==> config.mk <==
export PLATFORM = sky130hd
export DESIGN_NAME = mc_controller_flat
export DESIGN_NICKNAME = d
export VERILOG_FILES = /design/src/rtl/mc_pkg.sv /design/src/rtl/mc_controller_if.sv /design/src/rtl/cond_unit.sv /design/src/rtl/mc_controller.sv /design/src/flat_wrapper.sv
export SDC_FILE = /design/constraint.sdc
export NUM_CORES = 1
export LEC_CHECK = 0
export CAP_MARGIN = 20
export CORE_ASPECT_RATIO = 0.8
export CORE_UTILIZATION = 35
export DETAILED_ROUTE_END_ITERATION = 8
export HOLD_SLACK_MARGIN = 0.03
export PLACE_DENSITY = 0.79
export SLEW_MARGIN = 30
export SYNTH_ARGS = -nofsm -noshare
export SYNTH_HDL_FRONTEND = slang
export SYNTH_SLANG_ARGS = --single-unit
==> constraint.sdc <==
create_clock -name clk -period 2.3 [get_ports clk]
set_input_delay 0.46 -clock clk [delete_from_list [all_inputs] [get_ports clk]]
set_output_delay 0.46 -clock clk [all_outputs]
set_load 0.01 [all_outputs]
==> src/rtl/mc_pkg.sv <==
// Shared definitions for the multicycle control unit.
//   state_t       : main FSM state encoding
//   OP_*          : instruction class (Instr Op field)
//   ALU_*         : ALUControl encodings
//   CMD_*         : data-processing cmd field values (Funct[4:1])
//   COND_*        : condition-code field values
//   cond_check()  : evaluates a condition code against NZCV flags
package mc_pkg;

  typedef enum logic [3:0] {
    S_FETCH    = 4'd0,
    S_DECODE   = 4'd1,
    S_MEMADR   = 4'd2,
    S_MEMREAD  = 4'd3,
    S_MEMWRITE = 4'd4,
    S_MEMWB    = 4'd5,
    S_EXECUTER = 4'd6,
    S_EXECUTEI = 4'd7,
    S_ALUWB    = 4'd8,
    S_BRANCH   = 4'd9
  } state_t;

  localparam logic [1:0] OP_DP  = 2'b00;
  localparam logic [1:0] OP_MEM = 2'b01;
  localparam logic [1:0] OP_BR  = 2'b10;

  localparam logic [1:0] ALU_ADD = 2'b00;
  localparam logic [1:0] ALU_SUB = 2'b01;
  localparam logic [1:0] ALU_AND = 2'b10;
  localparam logic [1:0] ALU_ORR = 2'b11;

  localparam logic [3:0] CMD_AND = 4'b0000;
  localparam logic [3:0] CMD_SUB = 4'b0010;
  localparam logic [3:0] CMD_ADD = 4'b0100;
  localparam logic [3:0] CMD_CMP = 4'b1010;
  localparam logic [3:0] CMD_ORR = 4'b1100;

  localparam logic [3:0] COND_EQ = 4'b0000;
  localparam logic [3:0] COND_NE = 4'b0001;
  localparam logic [3:0] COND_CS = 4'b0010;
  localparam logic [3:0] COND_CC = 4'b0011;
  localparam logic [3:0] COND_MI = 4'b0100;
  localparam logic [3:0] COND_PL = 4'b0101;
  localparam logic [3:0] COND_VS = 4'b0110;
  localparam logic [3:0] COND_VC = 4'b0111;
  localparam logic [3:0] COND_HI = 4'b1000;
  localparam logic [3:0] COND_LS = 4'b1001;
  localparam logic [3:0] COND_GE = 4'b1010;
  localparam logic [3:0] COND_LT = 4'b1011;
  localparam logic [3:0] COND_GT = 4'b1100;
  localparam logic [3:0] COND_LE = 4'b1101;
  localparam logic [3:0] COND_AL = 4'b1110;

  // flags = {N, Z, C, V}; the reserved code 1111 never executes.
  function automatic logic cond_check(input logic [3:0] cond, input logic [3:0] flags);
    logic n, z, c, v;
    logic res;
    n = flags[3];
    z = flags[2];
    c = flags[1];
    v = flags[0];
    case (cond)
      COND_EQ: res = z;
      COND_NE: res = ~z;
      COND_CS: res = c;
      COND_CC: res = ~c;
      COND_MI: res = n;
      COND_PL: res = ~n;
      COND_VS: res = v;
      COND_VC: res = ~v;
      COND_HI: res = c & ~z;
      COND_LS: res = ~(c & ~z);
      COND_GE: res = (n == v);
      COND_LT: res = (n != v);
      COND_GT: res = ~z & (n == v);
      COND_LE: res = ~(~z & (n == v));
      COND_AL: res = 1'b1;
      default: res = 1'b0;
    endcase
    return res;
  endfunction

endpackage

==> src/rtl/mc_controller_if.sv <==
// Control bus between the multicycle controller and its datapath.
//   Instr, ALUFlags           : datapath -> controller
//   PCWrite ... ALUControl    : controller -> datapath
// master = controller side, slave = datapath side.
interface mc_controller_if;
  logic [19:0] Instr;
  logic [3:0]  ALUFlags;
  logic        PCWrite;
  logic        MemWrite;
  logic        RegWrite;
  logic        IRWrite;
  logic        AdrSrc;
  logic [1:0]  RegSrc;
  logic [1:0]  ALUSrcA;
  logic [1:0]  ALUSrcB;
  logic [1:0]  ResultSrc;
  logic [1:0]  ImmSrc;
  logic [1:0]  ALUControl;

  modport master (
    input  Instr, ALUFlags,
    output PCWrite, MemWrite, RegWrite, IRWrite, AdrSrc, RegSrc,
           ALUSrcA, ALUSrcB, ResultSrc, ImmSrc, ALUControl
  );

  modport slave (
    output Instr, ALUFlags,
    input  PCWrite, MemWrite, RegWrite, IRWrite, AdrSrc, RegSrc,
           ALUSrcA, ALUSrcB, ResultSrc, ImmSrc, ALUControl
  );
endinterface

==> src/rtl/cond_unit.sv <==
// Conditional-execution unit: holds the architectural NZCV flags and
// decides whether the current instruction executes.
//   clk, reset  : clock, synchronous active-high reset (clears flags)
//   cond        : instruction condition field
//   alu_flags   : {N,Z,C,V} from the ALU
//   flag_w      : [1] update NZ, [0] update CV
//   flag_upd    : high during the execute states
//   cond_ex     : condition passes on the stored flags
module cond_unit
  import mc_pkg::*;
(
  input  logic       clk,
  input  logic       reset,
  input  logic [3:0] cond,
  input  logic [3:0] alu_flags,
  input  logic [1:0] flag_w,
  input  logic       flag_upd,
  output logic       cond_ex
);

  logic [3:0] flags_r;
  logic       cond_ex_s;

  // Condition evaluation always uses the flags as they stand before this edge.
  always_comb begin
    cond_ex_s = cond_check(cond, flags_r);
  end

  assign cond_ex = cond_ex_s;

  // Flags register: NZ and CV groups update independently, only when executing.
  always_ff @(posedge clk) begin
    if (reset) begin
      flags_r <= 4'b0000;
    end else if (flag_upd && cond_ex_s) begin
      if (flag_w[1]) begin
        flags_r[3:2] <= alu_flags[3:2];
      end else begin
        flags_r[3:2] <= flags_r[3:2];
      end
      if (flag_w[0]) begin
        flags_r[1:0] <= alu_flags[1:0];
      end else begin
        flags_r[1:0] <= flags_r[1:0];
      end
    end else begin
      flags_r <= flags_r;
    end
  end

endmodule

==> src/rtl/mc_controller.sv <==
// Multicycle control unit for the ARM-subset datapath.
//   clk    : system clock, rising edge
//   reset  : synchronous, active-high; aborts the current instruction
//   bus    : mc_controller_if.master -- Instr/ALUFlags in, every datapath
//            enable and mux select out
// Selects are Moore outputs of the main FSM; write enables are gated by
// the condition check. While reset is high all enables are held low and
// the selects show their FETCH values.
module mc_controller
  import mc_pkg::*;
(
  input  logic             clk,
  input  logic             reset,
  mc_controller_if.master  bus
);

  state_t     state_r;
  state_t     next_state_s;

  logic [3:0] cond_s;
  logic [1:0] op_s;
  logic [5:0] funct_s;
  logic [3:0] rd_s;
  logic [3:0] cmd_s;
  logic       unused_rn_s;

  // Raw per-state controls
  logic       next_pc_s;
  logic       reg_w_s;
  logic       mem_w_s;
  logic       ir_write_s;
  logic       branch_s;
  logic       alu_op_s;
  logic       adr_src_s;
  logic [1:0] alu_src_a_s;
  logic [1:0] alu_src_b_s;
  logic [1:0] result_src_s;

  // ALU decoder
  logic [1:0] dec_alu_s;
  logic       dec_no_write_s;
  logic       no_write_s;
  logic [1:0] flag_w_s;

  // Gating
  logic       cond_ex_s;
  logic       flag_upd_s;
  logic       pcs_s;
  logic       pc_write_s;
  logic       reg_write_s;
  logic       mem_write_s;
  logic       ir_write_g_s;

  assign cond_s  = bus.Instr[19:16];
  assign op_s    = bus.Instr[15:14];
  assign funct_s = bus.Instr[13:8];
  assign rd_s    = bus.Instr[3:0];
  assign cmd_s   = funct_s[4:1];
  // Rn is a datapath concern only.
  assign unused_rn_s = ^bus.Instr[7:4];

  // State register.
  always_ff @(posedge clk) begin
    if (reset) begin
      state_r <= S_FETCH;
    end else begin
      state_r <= next_state_s;
    end
  end

  // Next-state logic.
  always_comb begin
    next_state_s = S_FETCH;
    case (state_r)
      S_FETCH:  next_state_s = S_DECODE;
      S_DECODE: begin
        case (op_s)
          OP_MEM:  next_state_s = S_MEMADR;
          OP_DP:   next_state_s = funct_s[5] ? S_EXECUTEI : S_EXECUTER;
          OP_BR:   next_state_s = S_BRANCH;
          default: next_state_s = S_FETCH;   // Op=11 behaves as a NOP
        endcase
      end
      S_MEMADR:   next_state_s = funct_s[0] ? S_MEMREAD : S_MEMWRITE;
      S_MEMREAD:  next_state_s = S_MEMWB;
      S_MEMWRITE: next_state_s = S_FETCH;
      S_MEMWB:    next_state_s = S_FETCH;
      S_EXECUTER: next_state_s = S_ALUWB;
      S_EXECUTEI: next_state_s = S_ALUWB;
      S_ALUWB:    next_state_s = S_FETCH;
      S_BRANCH:   next_state_s = S_FETCH;
      default:    next_state_s = S_FETCH;
    endcase
  end

  // Per-state Moore outputs; reset overrides with FETCH selects and no writes.
  always_comb begin
    next_pc_s    = 1'b0;
    reg_w_s      = 1'b0;
    mem_w_s      = 1'b0;
    ir_write_s   = 1'b0;
    branch_s     = 1'b0;
    alu_op_s     = 1'b0;
    adr_src_s    = 1'b0;
    alu_src_a_s  = 2'b00;
    alu_src_b_s  = 2'b00;
    result_src_s = 2'b00;
    if (reset) begin
      alu_src_a_s  = 2'b01;
      alu_src_b_s  = 2'b10;
      result_src_s = 2'b10;
    end else begin
      case (state_r)
        S_FETCH: begin
          ir_write_s   = 1'b1;
          next_pc_s    = 1'b1;
          alu_src_a_s  = 2'b01;
          alu_src_b_s  = 2'b10;
          result_src_s = 2'b10;
        end
        S_DECODE: begin
          alu_src_a_s  = 2'b01;
          alu_src_b_s  = 2'b10;
          result_src_s = 2'b10;
        end
        S_MEMADR: begin
          alu_src_b_s  = 2'b01;
        end
        S_MEMREAD: begin
          adr_src_s    = 1'b1;
        end
        S_MEMWRITE: begin
          adr_src_s    = 1'b1;
          mem_w_s      = 1'b1;
        end
        S_MEMWB: begin
          result_src_s = 2'b01;
          reg_w_s      = 1'b1;
        end
        S_EXECUTER: begin
          alu_op_s     = 1'b1;
        end
        S_EXECUTEI: begin
          alu_src_b_s  = 2'b01;
          alu_op_s     = 1'b1;
        end
        S_ALUWB: begin
          reg_w_s      = 1'b1;
        end
        S_BRANCH: begin
          alu_src_b_s  = 2'b01;
          result_src_s = 2'b10;
          branch_s     = 1'b1;
        end
        default: begin
          next_pc_s    = 1'b0;
        end
      endcase
    end
  end

  // ALU decoder. NoWrite comes straight from Instr so it still suppresses
  // the write in ALUWB; it only applies to data-processing instructions.
  always_comb begin
    dec_alu_s      = ALU_ADD;
    dec_no_write_s = 1'b1;
    case (cmd_s)
      CMD_ADD: begin dec_alu_s = ALU_ADD; dec_no_write_s = 1'b0; end
      CMD_SUB: begin dec_alu_s = ALU_SUB; dec_no_write_s = 1'b0; end
      CMD_AND: begin dec_alu_s = ALU_AND; dec_no_write_s = 1'b0; end
      CMD_ORR: begin dec_alu_s = ALU_ORR; dec_no_write_s = 1'b0; end
      CMD_CMP: begin dec_alu_s = ALU_SUB; dec_no_write_s = 1'b1; end
      default: begin dec_alu_s = ALU_ADD; dec_no_write_s = 1'b1; end
    endcase
  end

  assign no_write_s = dec_no_write_s & (op_s == OP_DP);
  assign flag_w_s   = {funct_s[0],
                       funct_s[0] & ((cmd_s == CMD_ADD) | (cmd_s == CMD_SUB) | (cmd_s == CMD_CMP))};
  assign flag_upd_s = (state_r == S_EXECUTER) | (state_r == S_EXECUTEI);

  cond_unit u_cond (
    .clk       (clk),
    .reset     (reset),
    .cond      (cond_s),
    .alu_flags (bus.ALUFlags),
    .flag_w    (flag_w_s),
    .flag_upd  (flag_upd_s),
    .cond_ex   (cond_ex_s)
  );

  // Write-enable gating; a write to R15 is a PC write.
  always_comb begin
    pcs_s = ((rd_s == 4'hF) & reg_w_s) | branch_s;
    if (reset) begin
      pc_write_s   = 1'b0;
      reg_write_s  = 1'b0;
      mem_write_s  = 1'b0;
      ir_write_g_s = 1'b0;
    end else begin
      pc_write_s   = next_pc_s | (pcs_s & cond_ex_s);
      reg_write_s  = reg_w_s & cond_ex_s & ~no_write_s;
      mem_write_s  = mem_w_s & cond_ex_s;
      ir_write_g_s = ir_write_s;
    end
  end

  assign bus.PCWrite    = pc_write_s;
  assign bus.MemWrite   = mem_write_s;
  assign bus.RegWrite   = reg_write_s;
  assign bus.IRWrite    = ir_write_g_s;
  assign bus.AdrSrc     = adr_src_s;
  assign bus.RegSrc     = {(op_s == OP_MEM), (op_s == OP_BR)};
  assign bus.ALUSrcA    = alu_src_a_s;
  assign bus.ALUSrcB    = alu_src_b_s;
  assign bus.ResultSrc  = result_src_s;
  assign bus.ImmSrc     = op_s;
  assign bus.ALUControl = alu_op_s ? dec_alu_s : ALU_ADD;

endmodule

==> src/flat_wrapper.sv <==
// flat-port wrapper written by rule: the top's interface ports become plain ports
module mc_controller_flat import mc_pkg::*;
  (clk, reset, bus_Instr, bus_ALUFlags, bus_PCWrite, bus_MemWrite, bus_RegWrite, bus_IRWrite, bus_AdrSrc, bus_RegSrc, bus_ALUSrcA, bus_ALUSrcB, bus_ResultSrc, bus_ImmSrc, bus_ALUControl);
  mc_controller_if bus_i ();
  input  logic clk;
  input  logic reset;
  input wire logic [$bits(bus_i.Instr)-1:0] bus_Instr;
  input wire logic [$bits(bus_i.ALUFlags)-1:0] bus_ALUFlags;
  output wire logic [$bits(bus_i.PCWrite)-1:0] bus_PCWrite;
  output wire logic [$bits(bus_i.MemWrite)-1:0] bus_MemWrite;
  output wire logic [$bits(bus_i.RegWrite)-1:0] bus_RegWrite;
  output wire logic [$bits(bus_i.IRWrite)-1:0] bus_IRWrite;
  output wire logic [$bits(bus_i.AdrSrc)-1:0] bus_AdrSrc;
  output wire logic [$bits(bus_i.RegSrc)-1:0] bus_RegSrc;
  output wire logic [$bits(bus_i.ALUSrcA)-1:0] bus_ALUSrcA;
  output wire logic [$bits(bus_i.ALUSrcB)-1:0] bus_ALUSrcB;
  output wire logic [$bits(bus_i.ResultSrc)-1:0] bus_ResultSrc;
  output wire logic [$bits(bus_i.ImmSrc)-1:0] bus_ImmSrc;
  output wire logic [$bits(bus_i.ALUControl)-1:0] bus_ALUControl;
  assign bus_i.Instr = bus_Instr;
  assign bus_i.ALUFlags = bus_ALUFlags;
  assign bus_PCWrite = bus_i.PCWrite;
  assign bus_MemWrite = bus_i.MemWrite;
  assign bus_RegWrite = bus_i.RegWrite;
  assign bus_IRWrite = bus_i.IRWrite;
  assign bus_AdrSrc = bus_i.AdrSrc;
  assign bus_RegSrc = bus_i.RegSrc;
  assign bus_ALUSrcA = bus_i.ALUSrcA;
  assign bus_ALUSrcB = bus_i.ALUSrcB;
  assign bus_ResultSrc = bus_i.ResultSrc;
  assign bus_ImmSrc = bus_i.ImmSrc;
  assign bus_ALUControl = bus_i.ALUControl;
  mc_controller u_core (.clk(clk), .reset(reset), .bus(bus_i));
endmodule
# == Yosys cells after proc, flatten, opt, wreduce, memory -nomap -nowiden ==
# Index checks and enable logic that the tools add are counted.
# totals
output_inout_bits,17
elab_cells,100
romBits,0
inputBits,26
memories,0
latchBits,0
ram_bits,0
register_bits,8
# classes
n_lt_le_gt_ge,0
multipliers,0
n_mux,29
reduce_logical,15
bitwise_logic,21
div_mod_pow,0
shift,0
addsub,0
eq_ne,32
# op_table
operator,count
"4-bit == test, second input constant",12
"4-bit by 3-bit == test with 1-bit output, second input constant",9
"4-bit by 2-bit == test with 1-bit output, second input constant",5
4-bit case mux with 5 select lines,1
1-bit two-way mux,18
1-bit case mux with 15 select lines,1
4-bit logical NOT,3
4-bit case mux with 3 select lines,1
2-bit OR reduction,5
1-bit bitwise AND,9
"4-bit by 1-bit == test with 1-bit output, second input constant",2
2-bit two-way mux,4
2-bit case mux with 2 select lines,2
1-bit inverter,7
2-bit case mux with 3 select lines,1
3-bit OR reduction,2
1-bit OR,5
2-bit AND reduction,2
4-bit OR reduction,1
3-bit two-way mux,1
"2-bit by 1-bit == test with 1-bit output, second input constant",1
"2-bit == test, second input constant",1
2-bit logical NOT,1
1-bit == test,1
other kinds (2),2

# == Logic depth before layout (Yosys ltp) ==
# logic_depth
ltp_word,9
ltp_mapped,6
depth_no_buf,5

# == By module ==
# From an unflattened synthesis, not the netlist that was laid out.
# unflattened
cells_unflattened,123
hier_area_um2,910.9
# modules_own_cells
module,seq_area_each_um2,cells_per_inst,area_per_inst_um2,instances
mc_controller,80.1,75,515.5,1
cond_unit,80.1,48,395.4,1

# == Least setup slack after synthesis ==
# No wires, ideal clock.
# synth_timing
kind,input to output
from,input bus_Instr[18]
to,output bus_PCWrite
t_arrival_ns,1.613
t_required_ns,1.840
n_path_buf,1
path_slack_ns,0.227
path_stages,6
cell_sequence,buf_4 mux2i_1 xor2_1 o311ai_4 o21ai_0 a21boi_0
# synth_via
elab_chain_len,5
elab_cells_between_ends,19
cone_classes,eq/ne (14); mux (2); bitwise (2); reduce/logical (1)
# synth_lines
element,line,rtl
start: declaration,flat_wrapper.sv:7,input wire logic [$bits(bus_i.Instr)-1:0] bus_Instr;
"4-bit == test, or another cell as far along",mc_pkg.sv:62,case (cond)
1-bit case mux with 15 select lines (*),mc_pkg.sv:62,
1-bit bitwise AND (*),mc_controller.sv:201,pc_write_s = next_pc_s | (pcs_s & cond_ex_s);
1-bit OR (*),mc_controller.sv:201,
1-bit two-way mux (*),mc_controller.sv:195,if (reset) begin
end: declaration,flat_wrapper.sv:9,output wire logic [$bits(bus_i.PCWrite)-1:0] bus_PCWrite;
# Mark *: on every way between the ends. The rest lies on a longest branch, timed or not.

# == Worst setup path in the final report ==
# layout_timing
from,input bus_Instr[18]
to,output bus_RegWrite
# layout_via
elab_chain_len,5
elab_cells_between_ends,19
cone_classes,eq/ne (14); mux (2); bitwise (2); reduce/logical (1)
# layout_lines
element,line,rtl
"4-bit == test, or another cell as far along",mc_pkg.sv:62,
1-bit case mux with 15 select lines (*),mc_pkg.sv:62,
1-bit bitwise AND (*) (2 in a row),mc_controller.sv:202,reg_write_s = reg_w_s & cond_ex_s & ~no_write_s;
1-bit two-way mux (*),mc_controller.sv:195,
end: declaration,flat_wrapper.sv:11,output wire logic [$bits(bus_i.RegWrite)-1:0] bus_RegWrite;
# Marked as above.

==> flow_summary.toml <==
[timing]
totalNegativeSetupSlack_ns = 0
fin_hold_ws_ns = 0.576
final_hold_viol_count = 0
finClkSkew_ns = 0.00302
timing.final.max_slew_violations = 0
report.final.setup_viol = 0
final_min_period_over_clock_period_pct = 98.5
unrepaired_setup_endpoints_after_global_routing = "true"
finalCriticalPeriod_ns = 2.27
fmaxAchievable_mhz = 441

[die]
starting_utilization_of_the_core_area_pct = 37.7
floorplan.die.width_um = 60.0
pin_count = 43
dieArea_sq_um = 2900
placeableCoreArea_sq_um = 2500
fp-row-count = 16
chipHeight_um = 48.4

[synthesis]
synth_async_sr_flop_share_pct = 0
synth.ff_latch_count = 8
netlist_top_cells_area = "dfxtp_1, mux2i_1, nand2b_1"
netlist_top_cells_count = "nand2b_1, nor2_1, dfxtp_1, mux2i_1, nor3_1"
synthCells = 116
postSynthAreaPerCell_sq_um = 8.12
synth_nets = 142
synth.yosys.warnings = 0
synth_top_area_cell = "dfxtp_1"
synth_largest_type_area_fraction_pct = 17.0
post_synth_num_cell_types = 46
synth-seq-area-share_pct = 17.0
synth-main-ff-cell = "dfxtp_1"
synth_edf_count = 0
netlist_area_sq_um = 942

[critical_path]
crit_path_cell_trace = "buf_8, buf_6, nor4b_4, a2111oi_4, nor3_4, nor2_2, a211oi_2, buf_2"
r2r_setup_slack_ns = 0.46
crit_path_max_fanout = 6
worst_path_largest_cell_delay_ns = 0.32
crit_path_end_kind = "output port"
critical_path.n_buffers_inverters = 3
crit_path_start_kind = "input pin"
critPathArrivalTime_ns = 1.81
timing.critical_path.max_delay_family = "simple AND/OR/NAND/NOR gates"
r2r_start = "u_core.u_cond.flags_r[3]"
cp_slowest_cell = "nor4b_4"
worst-endpoint-required_ns = 1.84
critPathKind = "in -> out"
reg2reg_to = "u_core.u_cond.flags_r[0]"
r2r.worst_path.cells = 6
cp.depth = 8

[global_routing]
initial_antenna_violation_count = 0
grt_pass1_vias = 1007
globalRouteTotalUtil_pct = 21.1
pin_count_of_the_biggest_net_entering_global_routing = 18
global_route_wire_length_before_repair_um = 4650
grt.overflow.total = 0

[hold_path]
timing.hold.worst_endpoint = "u_core.u_cond.flags_r[1]"
hold_start = "u_core.u_cond.flags_r[1]"
min_path_cells = 2
hold_path_class = "reg -> reg"

[final_layout]
multi_input_comb_area_sq_um = 798
stdcell_count = 204
fin_util_pct = 62.2
nNetsFinal = 196
antenna_cells = 0
ff_latch_area_sq_um = 163
nFillCells = 211
synthToLayoutAreaGrowth_pct = 65.1
drive_above_1_share_pct = 35.7

[run_status]
run_status = "completed"

[drt]
dr_vias_cell = 5.19
wirelength_um = 2950
drt_first_iter_violations = 25
route.vias.total = 1058
detailedRoute.firstPassIterationCount = 4
avgRoutedWirePerCell_um = 14.5
antenna_violating_nets_post_route = 0
remaining_drc_errors = 0

[pwr]
p_leak_nw = 0.650
power.share.switching_pct = 31.7
combinational_fraction_of_design_power_pct = 46.1
max-vdd-ir-drop_v = 0.000157
cellInternalPower_mw = 0.322
total_power_mw = 0.472
clockPowerShare_pct = 20.5
total_switching_power_mw = 0.149
p_per_area_nw_per_um2 = 303
seq_power_share_pct = 33.4

[cts]
tritoncts.num_buffers = 3
clk-insertion-delay-late_ns = 0.24
htree_levels = 1
clock_tree.buffer_depth = 2
cts.sinks = 8
cts.root.buffer_cell = "clkbuf_4"
clock_tree_from_tritoncts = "done"
cts.clk_slew.worst_paths_ns = 0.05

[placement]
placedCellCount = 199
port_buffers = 37
post-dp-hpwl_um = 2180
gp_congestion = 0.869

[flow_run]
timing.max_cap.violations = 0
==> per-layer routing <==
metal	GRT usage, %	wire length, um	vias up
met5	0	0	-
met4	13.2	105	0
met3	0.267	74	10
met2	34.6	1510	31
met1	27.1	1260	496
li1	-	-	521
==> placed cells by master, fill, tap and decap left out, types with 2 or more instances in the layout <==
master,instances
nor2_2,2
dlygate4sd2_1,6
nand2_1,7
or3_1,2
nand2b_1,11
dfxtp_1,6
clkbuf_4,3
buf_6,3
nor2_1,9
a21o_1,2
mux2i_2,2
dlymetal6s2s_1,2
nor3_1,6
buf_4,19
nor3b_2,2
mux2i_1,5
or2_2,2
inv_1,2
or2b_1,2
buf_2,6
dfxtp_2,2
a21oi_1,3
o21ai_0,5
nor3_4,2
a2111oi_4,2
nor2b_1,2
xor2_1,2
clkdlybuf4s50_1,22
==> power groups by stage <==
stage                     clock (mW)  combinational, mW  sequential (mW)
after floorplan                    0              0.104            0.153
after global placement             0              0.198            0.157
after detailed placement           0              0.205            0.158
after CTS                      0.101              0.208            0.155
after global routing           0.109              0.236            0.158
final                         0.0967              0.218            0.157
==> state kept, by name, summed over array words and instances (netlist names) <==
register	cells
u_core.u_cond.flags_r	4
u_core.state_r	4
==> worst min-delay path, stage by stage (launching register included) <==
cell and delay (ns):
dfxtp_1 0.35, nand2b_1 0.10, mux2i_1 0.07
==> worst max-delay path by stage <==
stage	startpoint	end	slack (ns)
finish	bus_Instr[18]	bus_RegWrite	0.03
floorplan	bus_Instr[18]	bus_PCWrite	0.23
global route	bus_Instr[18]	bus_RegWrite	-0.05
detailed placement	bus_Instr[18]	bus_RegWrite	-0.78
global placement	bus_Instr[18]	bus_PCWrite	-0.66
CTS	bus_Instr[18]	bus_RegWrite	-0.001
==> cells by family after synthesis <==
| logic type | after synthesis | synth area share [%] |
|---|---|---|
| muxes | 8 | 8.50 |
| DFF | 8 | 17.0 |
| other | 1 | 0.398 |
| and+or+nand+nor | 59 | 38.9 |
| buffers and inverters | 12 | 8.10 |
| xor gates and xnor gates | 3 | 2.79 |
| AOI/OAI and AO/OA | 25 | 24.3 |
==> through the flow <==
step | area [sq um] | setup WS [ns]
2_1_floorplan | 942 | 0.227
3_3_place_gp | 1440 | -0.661
3_5_place_dp | 1440 | -0.780
4_1_cts | 1500 | -0.00109
5_1_grt | 1560 | -0.0537
6_report | 1560 | 0.0337
==> timing repair <==
action,CTS,global route
cloned,0,0
pin swaps,4,7
hold buffers,0,0
endpoints found under the hold margin,0,0
buffers inserted,0,2
setup endpoints to repair,10,7
gates resized for setup,45,19
==> area by class of cell <==
cell class	instances	area share (%)
Clock buffer	3	1.45
Sequential cell	8	10.5
Tap cell	36	2.90
Inverter	2	0.483
Timing Repair Buffer	59	33.4
Multi-Input combinational cell	96	51.3
No activity file was read; power rests on OpenSTA's default activity.
